`config.mk`:
```
export PLATFORM = sky130hd
export DESIGN_NAME = dma_chunk_ctrl
export DESIGN_NICKNAME = d
export VERILOG_FILES = /design/src/rtl/dma_chunk_ctrl.sv
export SDC_FILE = /design/constraint.sdc
export NUM_CORES = 1
export LEC_CHECK = 0
export ABC_AREA = 1
export CORE_UTILIZATION = 55
export DETAILED_ROUTE_END_ITERATION = 6
export PLACE_DENSITY_LB_ADDON = 0.3
export SLEW_MARGIN = 20
export SYNTH_ARGS = -nofsm -noshare
export SYNTH_HDL_FRONTEND = slang
export SYNTH_SLANG_ARGS = --single-unit
```
`constraint.sdc`:
```
create_clock -name clk -period 5.05 [get_ports clk]
set_input_delay 1.2625 -clock clk [delete_from_list [all_inputs] [get_ports clk]]
set_output_delay 1.2625 -clock clk [all_outputs]
set_load 0.005 [all_outputs]
```
`src/rtl/dma_chunk_ctrl.sv`:
```
// dma_chunk_ctrl: splits one copy command into chunks of at most CHUNK_BYTES and
// sequences Read_Master/Write_Master per chunk. Rev 1.0
`default_nettype none

module dma_chunk_ctrl #(
  parameter int ADDR_WIDTH  = 32,
  parameter int LEN_WIDTH   = 32,
  parameter int CHUNK_BYTES = 256
) (
  input  logic                  clk,
  input  logic                  reset_n,
  input  logic                  i_start,
  input  logic [ADDR_WIDTH-1:0] i_src_addr,
  input  logic [ADDR_WIDTH-1:0] i_dst_addr,
  input  logic [LEN_WIDTH-1:0]  i_total_len,
  output logic                  o_busy,
  output logic                  o_done,
  output logic                  o_error,
  output logic                  o_rd_start,
  output logic [ADDR_WIDTH-1:0] o_rd_addr,
  output logic [LEN_WIDTH-1:0]  o_rd_len,
  input  logic                  i_rd_done,
  input  logic                  i_rd_err,
  output logic                  o_wr_start,
  output logic [ADDR_WIDTH-1:0] o_wr_addr,
  output logic [LEN_WIDTH-1:0]  o_wr_len,
  input  logic                  i_wr_done,
  input  logic                  i_wr_err
);

  localparam logic [LEN_WIDTH-1:0] CHUNK = LEN_WIDTH'(CHUNK_BYTES);

  typedef enum logic [2:0] {
    S_IDLE  = 3'd0,
    S_LOAD  = 3'd1,
    S_ISSUE = 3'd2,
    S_WAIT  = 3'd3,
    S_NEXT  = 3'd4,
    S_DRAIN = 3'd5,
    S_DONE  = 3'd6
  } state_t;

  state_t                state, state_nxt;
  logic [ADDR_WIDTH-1:0] src, dst;
  logic [LEN_WIDTH-1:0]  remaining, chunk;
  logic [LEN_WIDTH-1:0]  chunk_sel, remaining_after;
  logic                  rd_seen, wr_seen;
  logic                  rd_hit, wr_hit, any_err;

  // A done pulse in the current cycle counts as if it were already latched.
  assign rd_hit          = rd_seen | i_rd_done;
  assign wr_hit          = wr_seen | i_wr_done;
  assign any_err         = i_rd_err | i_wr_err;
  assign chunk_sel       = (remaining < CHUNK) ? remaining : CHUNK;
  assign remaining_after = remaining - chunk;

  always_ff @(posedge clk or negedge reset_n) begin
    if (!reset_n) state <= S_IDLE;
    else          state <= state_nxt;
  end

  always_comb begin
    state_nxt = state;
    case (state)
      S_IDLE:  if (i_start) state_nxt = S_LOAD;
      S_LOAD:  state_nxt = (remaining == '0) ? S_DONE : S_ISSUE;
      S_ISSUE: state_nxt = S_WAIT;
      S_WAIT: begin
        if (any_err)              state_nxt = S_DRAIN;
        else if (rd_hit && wr_hit) state_nxt = S_NEXT;
      end
      S_NEXT:  state_nxt = (remaining_after == '0) ? S_DONE : S_LOAD;
      S_DRAIN: if (rd_hit && wr_hit) state_nxt = S_DONE;
      S_DONE:  state_nxt = S_IDLE;
      default: state_nxt = S_IDLE;
    endcase
  end

  always_ff @(posedge clk or negedge reset_n) begin
    if (!reset_n) begin
      src        <= '0;
      dst        <= '0;
      remaining  <= '0;
      chunk      <= '0;
      rd_seen    <= 1'b0;
      wr_seen    <= 1'b0;
      o_busy     <= 1'b0;
      o_done     <= 1'b0;
      o_error    <= 1'b0;
      o_rd_start <= 1'b0;
      o_wr_start <= 1'b0;
      o_rd_addr  <= '0;
      o_wr_addr  <= '0;
      o_rd_len   <= '0;
      o_wr_len   <= '0;
    end else begin
      o_rd_start <= 1'b0;
      o_wr_start <= 1'b0;
      o_done     <= 1'b0;
      case (state)
        S_IDLE: begin
          o_busy <= i_start;
          if (i_start) begin
            src       <= i_src_addr;
            dst       <= i_dst_addr;
            remaining <= {i_total_len[LEN_WIDTH-1:2], 2'b00};
            o_error   <= 1'b0;
          end
        end
        S_LOAD: begin
          if (remaining != '0) begin
            chunk     <= chunk_sel;
            o_rd_addr <= src;
            o_wr_addr <= dst;
            o_rd_len  <= chunk_sel;
            o_wr_len  <= chunk_sel;
          end
        end
        S_ISSUE: begin
          o_rd_start <= 1'b1;
          o_wr_start <= 1'b1;
          rd_seen    <= 1'b0;
          wr_seen    <= 1'b0;
        end
        S_WAIT, S_DRAIN: begin
          if (i_rd_done) rd_seen <= 1'b1;
          if (i_wr_done) wr_seen <= 1'b1;
          if (any_err)   o_error <= 1'b1;
        end
        S_NEXT: begin
          remaining <= remaining_after;
          src       <= src + ADDR_WIDTH'(chunk);
          dst       <= dst + ADDR_WIDTH'(chunk);
        end
        S_DONE:  o_done <= 1'b1;
        default: ;
      endcase
    end
  end

endmodule

`default_nettype wire

```
== After elaboration in Yosys (flattened, before gate mapping) ==
Cells that the tools add are included.
W data, S select, Z words.

* Add/sub/neg operators: 3
* Order comparisons: 1
* Eq/ne operators: 12
* Mux-type cells: 23
* Bitwise logic cells: 3
* Reduce and logical (&&, ||, !) cells: 15

{| class="wikitable"
|+ Operator list
! kind !! number
|-
| $pmux W32 S2 || 3
|-
| $mux W32 || 4
|-
| $add A32 B32 Y32 || 2
|-
| $logic_not A32 Y1 || 2
|-
| $lt A32 B9 Y1 const B || 1
|-
| $reduce_bool A32 Y1 || 1
|-
| $sub A32 B32 Y32 || 1
|-
| $mux W3 || 6
|-
| $pmux W3 S6 || 1
|-
| $ne A2 B2 Y1 const B || 5
|-
| $eq A3 B3 Y1 const B || 3
|-
| $reduce_and A2 Y1 || 4
|-
| $eq A3 B2 Y1 const B || 2
|-
| $mux W1 || 6
|-
| $pmux W1 S2 || 3
|-
| $reduce_and A3 Y1 || 2
|-
| $reduce_bool A2 Y1 || 3
|-
| $eq A3 B1 Y1 const B || 1
|-
| $logic_not A3 Y1 || 1
|-
| $ne A3 B3 Y1 const B || 1
|-
| $or A1 B1 Y1 || 3
|-
| $reduce_or A2 Y1 || 1
|-
| $logic_and A1 B1 Y1 || 1
|}

* Register bits: 201
* Output and inout port bits: 133

== Longest topological paths before layout ==
Gate-level depths: netlist of run 1.

* Word-level depth: 5
* Gate-level depth with buffers: 22
* Gate-level depth less buffers: 22

== Worst setup path before layout of run 1 ==
No wires, ideal clock.

* Path kind: register to register
* Start: register chunk[0]
* End: register state[0]
* Library setup time: 124 ps
* Arrival: 2247 ps
* Required time: 4926 ps
* Path slack: 2680 ps
* Stages on the path, launching flop included: 21
* Path buffers: 0
* Cell sequence: dfrtp_1 -> ha_1 -> fa_1 -> inv_1 -> nand3_1 -> nand2_2 -> nand2_1 -> nand2_1 -> nand2_1 -> nand2_1 -> nand2_1 -> nand2_1 -> nand2_1 -> nand2_1 -> nand2_1 -> nor2_1 -> nand3_1 -> nand2_1 -> nand2_1 -> nand2_1 -> nand2_1

* Word-level cells in the longest chain between the ends: 4

{| class="wikitable"
|+ Ends and longest elaborated chain
! what !! RTL line !! source
|-
| from (decl) || 45 || <nowiki>logic [LEN_WIDTH-1:0] remaining, chunk;</nowiki>
|-
| from (signal assigned) || 112 || <nowiki>chunk <= chunk_sel;</nowiki>
|-
| $sub A32 B32 Y32 || 55 || <nowiki>assign remaining_after = remaining - chunk;</nowiki>
|-
| $logic_not A32 Y1 || 72 || <nowiki>S_NEXT: state_nxt = (remaining_after == '0) ? S_DONE : S_LOAD;</nowiki>
|-
| $mux W3 || 72 ||
|-
| $pmux W3 S6 || 64 || <nowiki>case (state)</nowiki>
|-
| to (signal assigned) || 59 || <nowiki>else state <= state_nxt;</nowiki>
|-
| to (decl) || 43 || <nowiki>state_t state, state_nxt;</nowiki>
|}

No other way between the ends.
A chain may end at the register's enable or synchronous reset.

== Worst setup path after layout of run 1 ==
* Start: register remaining[16]
* End: register o_wr_addr[1]

* Word-level cells in the longest chain between the ends: 2

{| class="wikitable"
|+ Ends and longest elaborated chain
! what !! RTL line !! source
|-
| from (decl) || 45 ||
|-
| from (signal assigned) || 106 || <nowiki>remaining <= {i_total_len[LEN_WIDTH-1:2], 2'b00};</nowiki>
|-
| from (signal assigned) || 131 || <nowiki>remaining <= remaining_after;</nowiki>
|-
| $reduce_bool A32 Y1 || 111 || <nowiki>if (remaining != '0) begin</nowiki>
|-
| $reduce_and A2 Y1 (no source line) || - ||
|-
| to (signal assigned) || 114 || <nowiki>o_wr_addr <= dst;</nowiki>
|-
| to (decl) || 25 || <nowiki>output logic [ADDR_WIDTH-1:0] o_wr_addr,</nowiki>
|}

No other way between the ends.

==> qor.txt, run 1 <==
status: complete, no violations
CP Depth: 10
DRC Markers: 0
post-synthesis instance total: 2113
Final setup viols: 0
first-pass GRT wire length: 76450 um
Place WS: 1407 ps
worst-skew pair later-pin latency: 530 ps
CTS tree: yes
Tcrit/Tclk final: 0.7220
DRT Wirelength: 49540 um
leading cell type in the layout, fill and taps excluded: nand2_1
Hold Buf Count CTS: 0
final setup TNS: 0 ps
synthesized area per cell: 6.876 sq um
area leader, netlist: dfrtp_1
number of I/O port buffers: 233
RSZ-0062 raised after global routing: no
Overall Power: 10.23 mW
Max Transition Viols Final: 0
remaining antenna violation count: 0
sequential-to-total area share from yosys stat: 0.3462
Hold Path Depth: 2
Vias: 15000
Root Driver: clkbuf_16
VDD IR max: 0.0004140 V
Critical Path RT: 5480 ps
Fillers: 2257
crit path kind: flip-flop to flip-flop
Main synth FF type: dfrtp_1
Pwr Density: 579.2 mW/mm^2
Worst Hold Class: flip-flop to flip-flop
total length of routed met2 wires: 23430 um
Crit path buffers/inverters: 2
Setup crit start kind: flip-flop
HPWL Detailed: 37390 um
Fmax: 274.3 MHz
Cell Chain, Critical Path: nor2_1, nand4_1, nor4_1, nand3_1, inv_2, nand3_1, nand2_4, buf_4, nand2_1, o21ai_0
top cells by area, synth: dfrtp_1 (35%), nand2_1 (14%), ha_1 (8.0%)
largest stage delay on the critical path: 660 ps
post_cts resized: 0
Sinks on Clock Net: 201
Slew headroom: 0.2270
boundary pin count: 236
ant diodes: 0
CTS Buf Count: 23
post-synthesis async set-or-reset flop share: 1.000
YS warnings: 0
worst setup margin: 1404 ps
most numerous cell on the critical path: nand3_1
Worst Clk Skew: 14.05 ps
max cap viols: 0
actual slew at the worst max-slew pin: 1160 ps
Reg clk slew, reported paths: 70 ps
worst-path fanout max: 68
post-layout min period: 3646 ps
Yosys reg bits: 201
Max H-tree Level: 1
Via density: 5.677
final cell count without fillers: 2642
initial core utilization: 0.5591
post-synth cell types: 43
Reg2Reg Depth: 10
die area: 0.02707 sq mm
nets@finish: 2491
DR top layer: met5
Crit. End Element: flip-flop
core area: 0.02598 sq mm
slowest CP cell: buf_4
leak pwr: 8.832 nW
DRT Pass-1 Iters: 6
cell family with most CP delay: simple AND/OR/NAND/NOR gates
grt total ovfl: 0
commonest non-fill, non-tap cells in the layout: nand2_1 (555), inv_1 (287), nor2_1 (235), clkdlybuf4s50_1 (232), dfrtp_1 (201)
WP data arrival: 4080 ps
Post-synth EDFFs: 0
Synth top area share: 0.3462
initial antenna violation count: 1
pin count of the biggest net entering global routing: 100
number of global-route vias before repair: 14040
Final Hold Fails: 0
met1 WL: 20250 um
dpl cells: 2602
DRT iter0 DRCs: 1430
GRT Overall Usage: 0.3705
Mapped Area: 0.01453 sq mm
row cnt: 59
Chip Height: 164.5 um
# Post-CTS Setup Buffers: 0
GPL Wtd Cong: 0.9756
Synthesized Nets: 2312
met3 routed wirelength: 3590 um
layout cells sized above 1: 0.03684
Clock Path Buffers: 3
Synth-to-Final Area Change: 21.62%
DR WL/cell: 18.75 um
Die Wd: 164.5 um
==> metrics by stage <==
| step | instance area (sq um) | util | hold WS, ps |
|---|---|---|---|
| 2_1_floorplan | 14530 | - | 465.4 |
| 3_3_place_gp | 16890 | 0.6498 | 461.3 |
| 3_5_place_dp | 16890 | 0.6498 | 468.6 |
| 4_1_cts | 17670 | 0.6800 | 484.9 |
| 5_1_grt | 17670 | 0.6800 | 500.1 |
| 6_report | 17670 | 0.6800 | 484.0 |
==> final timing paths <==
kind | start | to | slack (ps)
min in group asynchronous | reset_n | o_rd_addr[10]$_DFFE_PN0P_ | 800
worst max register to register | remaining[16]$_DFFE_PN0P_ | o_wr_addr[1]$_DFFE_PN0P_ | 1400
max in group asynchronous | reset_n | o_wr_addr[15]$_DFFE_PN0P_ | 3300
worst max-delay path | remaining[16]$_DFFE_PN0P_ | o_wr_addr[1]$_DFFE_PN0P_ | 1400
worst min-delay path | o_rd_addr[7]$_DFFE_PN0P_ | o_rd_addr[7]$_DFFE_PN0P_ | 480
worst min register to register | o_rd_addr[7]$_DFFE_PN0P_ | o_rd_addr[7]$_DFFE_PN0P_ | 480
==> registers in the layout (all words and copies together) (netlist names) <==
| name | cells |
|---|---|
| chunk | 32 |
| dst | 32 |
| o_rd_addr | 32 |
| o_wr_addr | 32 |
| remaining | 32 |
| src | 32 |
| state | 3 |
| o_busy | 1 |
| o_done | 1 |
| o_error | 1 |
| o_wr_start | 1 |
| rd_seen | 1 |
| wr_seen | 1 |
==> synth_stat cells, drive strengths merged (8+ instances only) <==
cell and n:
nor3 17, a21o 8, xor2 30, o21ai 186
buf 57, nor2 243, nand3 80, clkbuf 31
nand2 567, nor4 8, o211ai 8, inv 292
nand4 22, o22ai 36, xnor2 16, a21oi 163
dfrtp 201, o21a 8, ha 93
==> cell type report <==
type	instances	area, sq um	share of cell area
sequential	201	5030	0.2847
tap	335	419.2	0.02372
clock inverter	14	166.4	0.009418
timing repair buffer	242	2416	0.1367
clock buffer	26	616.8	0.03491
inverter	292	1096	0.06203
multi-input combinational	1532	7925	0.4485
==> worst register-to-register path: stages (launching register included) <==
cell and delay (ps):
dfrtp_1 410, nor2_1 160, nand4_1 120, nor4_1 590
nand3_1 270, inv_2 220, nand3_1 300, nand2_4 510
buf_4 680, nand2_1 160, o21ai_0 140
==> routing by layer <==
layer / global-route usage / up-vias
met5: 0 / -
met4: 0.1547 / 2
met2: 0.6239 / 654
met3: 0.04696 / 126
li1: - / 7177
met1: 0.4793 / 7040
==> cells by family after synthesis <==
logic type / Yosys count / share of synthesized area
adder cells (fa/ha/maj): 96 / 0.08422
AND/OR/NAND/NOR: 952 / 0.2665
flip-flops: 201 / 0.3462
XOR/XNOR: 46 / 0.02773
buffers and inverters: 380 / 0.1099
multiplexers: 3 / 0.002067
AO/OA/AOI/OAI: 435 / 0.1634
==> power breakdown <==
group | total [mW] | switching (mW) | internal [mW]
Combinational | 5.66 | 3.55 | 2.10
Clock | 1.74 | 0.709 | 1.03
Sequential | 2.83 | 0.539 | 2.29
Total | 10.2 | 4.80 | 5.43
(Power assumes the default switching activity.)
==> run 2, diff against run 1 <==
==> constraint.sdc (replaced) <==
create_clock -name clk -period 3.8 [get_ports clk]
set_input_delay 0.95 -clock clk [delete_from_list [all_inputs] [get_ports clk]]
set_output_delay 0.95 -clock clk [all_outputs]
set_load 0.005 [all_outputs]
==> run 2 against run 1 <==
Compared with the run above: global-route usage increased by 0.21 points; maximum frequency increased by 17%; clock-buffer cell count increased by 6; sequential cell count unchanged; highest routed layer is now met4; sequential share of layout area decreased by 0.15 points; wire length increased by 1.4%; first-iteration DRC count decreased by 12%; clock power increased by 30%; non-clock buffer count increased by 10.
==> qor.txt, run 2 (same netlist as run 1, synthesis figures left out) <==
first-pass GRT wire length: 76860 um (+0.54%)
nets@finish: 2501 (+0.40%)
actual slew at the worst max-slew pin: 986.8 ps (-172.7 ps)
number of I/O port buffers: 233 (unchanged)
crit path kind: flip-flop to flip-flop
Reg clk slew, reported paths: 60 ps (about the same)
commonest non-fill, non-tap cells in the layout: nand2_1 (555), inv_1 (287), nor2_1 (235), clkdlybuf4s50_1 (232), dfrtp_1 (201)
VDD IR max: 0.0005359 V (+29%)
Chip Height: 164.5 um (unchanged)
DRT iter0 DRCs: 1258 (-12%)
post_cts resized: 0 (unchanged)
die area: 0.02707 sq mm (unchanged)
DR top layer: met4
Slew headroom: 0.3411 (+0.1142)
leading cell type in the layout, fill and taps excluded: nand2_1
Final setup viols: 0 (unchanged)
final setup TNS: 0 ps (unchanged)
leak pwr: 8.893 nW (+0.68%)
Comb power frac: 0.558 (+0.005)
remaining antenna violation count: 0 (unchanged)
row cnt: 59 (unchanged)
Clock Path Buffers: 3 (unchanged)
Pint: 7.204 mW (+33%)
max cap viols: 0 (unchanged)
dpl cells: 2612 (+0.38%)
Crit. End Element: flip-flop
Via density: 5.652 (-0.44%)
layout cells sized above 1: 0.04055 (+0.003708)
met1 WL: 20760 um (+2.5%)
GPL Wtd Cong: 0.9464 (-3.0%)
Pwr Density: 767.0 mW/mm^2 (+32%)
Fmax: 319.6 MHz (+17%)
worst-path fanout max: 5 (-93%)
Clock power frac: 0.166 (-0.004)
Final Hold Fails: 0 (unchanged)
initial antenna violation count: 1 (unchanged)
Max H-tree Level: 1 (unchanged)
Synth-to-Final Area Change: 22.26%
GRT Overall Usage: 0.3726 (+0.002113)
CTS Buf Count: 23 (unchanged)
DRT Pass-1 Iters: 7 (+1)
Sinks on Clock Net: 201 (unchanged)
number of global-route vias before repair: 14360 (+2.3%)
HPWL Detailed: 38020 um (+1.7%)
DRT Wirelength: 50250 um (+1.4%)
Die Wd: 164.5 um (unchanged)
boundary pin count: 236 (unchanged)
initial core utilization: 0.5591 (unchanged)
Critical Path RT: 4200 ps (-1280 ps)
DRC Markers: 0 (unchanged)
status: complete, no violations
worst-skew pair later-pin latency: 540 ps (about the same)
Vias: 15000 (+0.013%)
Setup crit start kind: flip-flop
total length of routed met2 wires: 23780 um (+1.5%)
Sw Pwr: 6.421 mW (+34%)
core area: 0.02598 sq mm (unchanged)
Root Driver: clkbuf_16
met3 routed wirelength: 3316 um (-7.6%)
WP data arrival: 3530 ps (-550 ps)
Sequential Power Share: 0.276 (about the same)
pin count of the biggest net entering global routing: 110 (+10%)
CTS tree: yes
DR WL/cell: 18.93 um (+0.97%)
RSZ-0062 raised after global routing: no
# Post-CTS Setup Buffers: 0 (unchanged)
Tcrit/Tclk final: 0.8235 (+0.1015)
post-layout min period: 3129 ps (-516.8 ps)
Switching Fraction: 0.4713 (+0.002059)
final cell count without fillers: 2654 (+0.45%)
Max Transition Viols Final: 0 (unchanged)
Worst Clk Skew: 32.18 ps (+18.13 ps)
Hold Buf Count CTS: 0 (unchanged)
Overall Power: 13.63 mW (+33%)
Worst Hold Class: input port to async pin
grt total ovfl: 0 (unchanged)
hold slack: 407.8 ps (-76.19 ps)
[run 2: layout make-up]
cell class	instances	area, sq um
multi-input cells	1532	7925
clock inverters	9	82.58
well taps	335	419.2
clock buffers	32	679.4
repair buffers	252	2529
inverters	292	1096
diodes	1	2.502
fillers	2212	8222
flip-flops and latches	201	5030
[run 2: critical path, stage by stage (launching register included)]
cell and delay (ps):
dfrtp_1 650, inv_1 170, ha_1 380, nand2_1 110, nor2_1 300, nand3_1 170
nand3_1 210, nand2_1 100, nand2_1 70, nand2_1 60, nor2_2 170, nand2_1 90
nor2_2 180, nand3_1 100, nand2_1 70, nand2_1 50, nand2_1 50, nand2_1 50
[run 2: routing by layer]
| metal | up-vias | track usage |
|---|---|---|
| met5 | - | 0 |
| met4 | 0 | 0.1651 |
| met3 | 136 | 0.03616 |
| met2 | 656 | 0.6329 |
| met1 | 6996 | 0.4809 |
| li1 | 7213 | - |
[run 2: power groups by stage]
stage                     combinational [mW]  clock (mW)  sequential (mW)
final                                   7.60        2.26             3.76
after global routing                    8.52        2.36             3.84
after CTS                               7.51        2.27             3.73
after detailed placement                7.42           0             3.75
after global placement                  7.23           0             3.71
after floorplan                         5.11           0             3.57
[run 2: stage by stage]
stage                     instance area (sq um)  setup slack [ps]    util
final                                     17760             670.9  0.6836
after global routing                      17760             438.2  0.6836
after CTS                                 17760             730.2  0.6835
after detailed placement                  17000             749.4  0.6542
after global placement                    17000             799.4  0.6542
after floorplan                           14530              1430       -
[run 2: worst paths after layout]
check | start | end | slack (ps) | cells after the start
min in group clk | o_rd_addr[10]$_DFFE_PN0P_ | o_rd_addr[10]$_DFFE_PN0P_ | 480 | 2
hold reg to reg | o_rd_addr[10]$_DFFE_PN0P_ | o_rd_addr[10]$_DFFE_PN0P_ | 480 | 2
hold / removal | reset_n | o_rd_addr[13]$_DFFE_PN0P_ | 410 | 1
setup / recovery | chunk[10]$_DFFE_PN0P_ | state[0]$_DFFE_PN0P_ | 670 | 17
max in group asynchronous | reset_n | remaining[28]$_DFFE_PN0P_ | 2560 | 2
setup reg to reg | chunk[10]$_DFFE_PN0P_ | state[0]$_DFFE_PN0P_ | 670 | 17
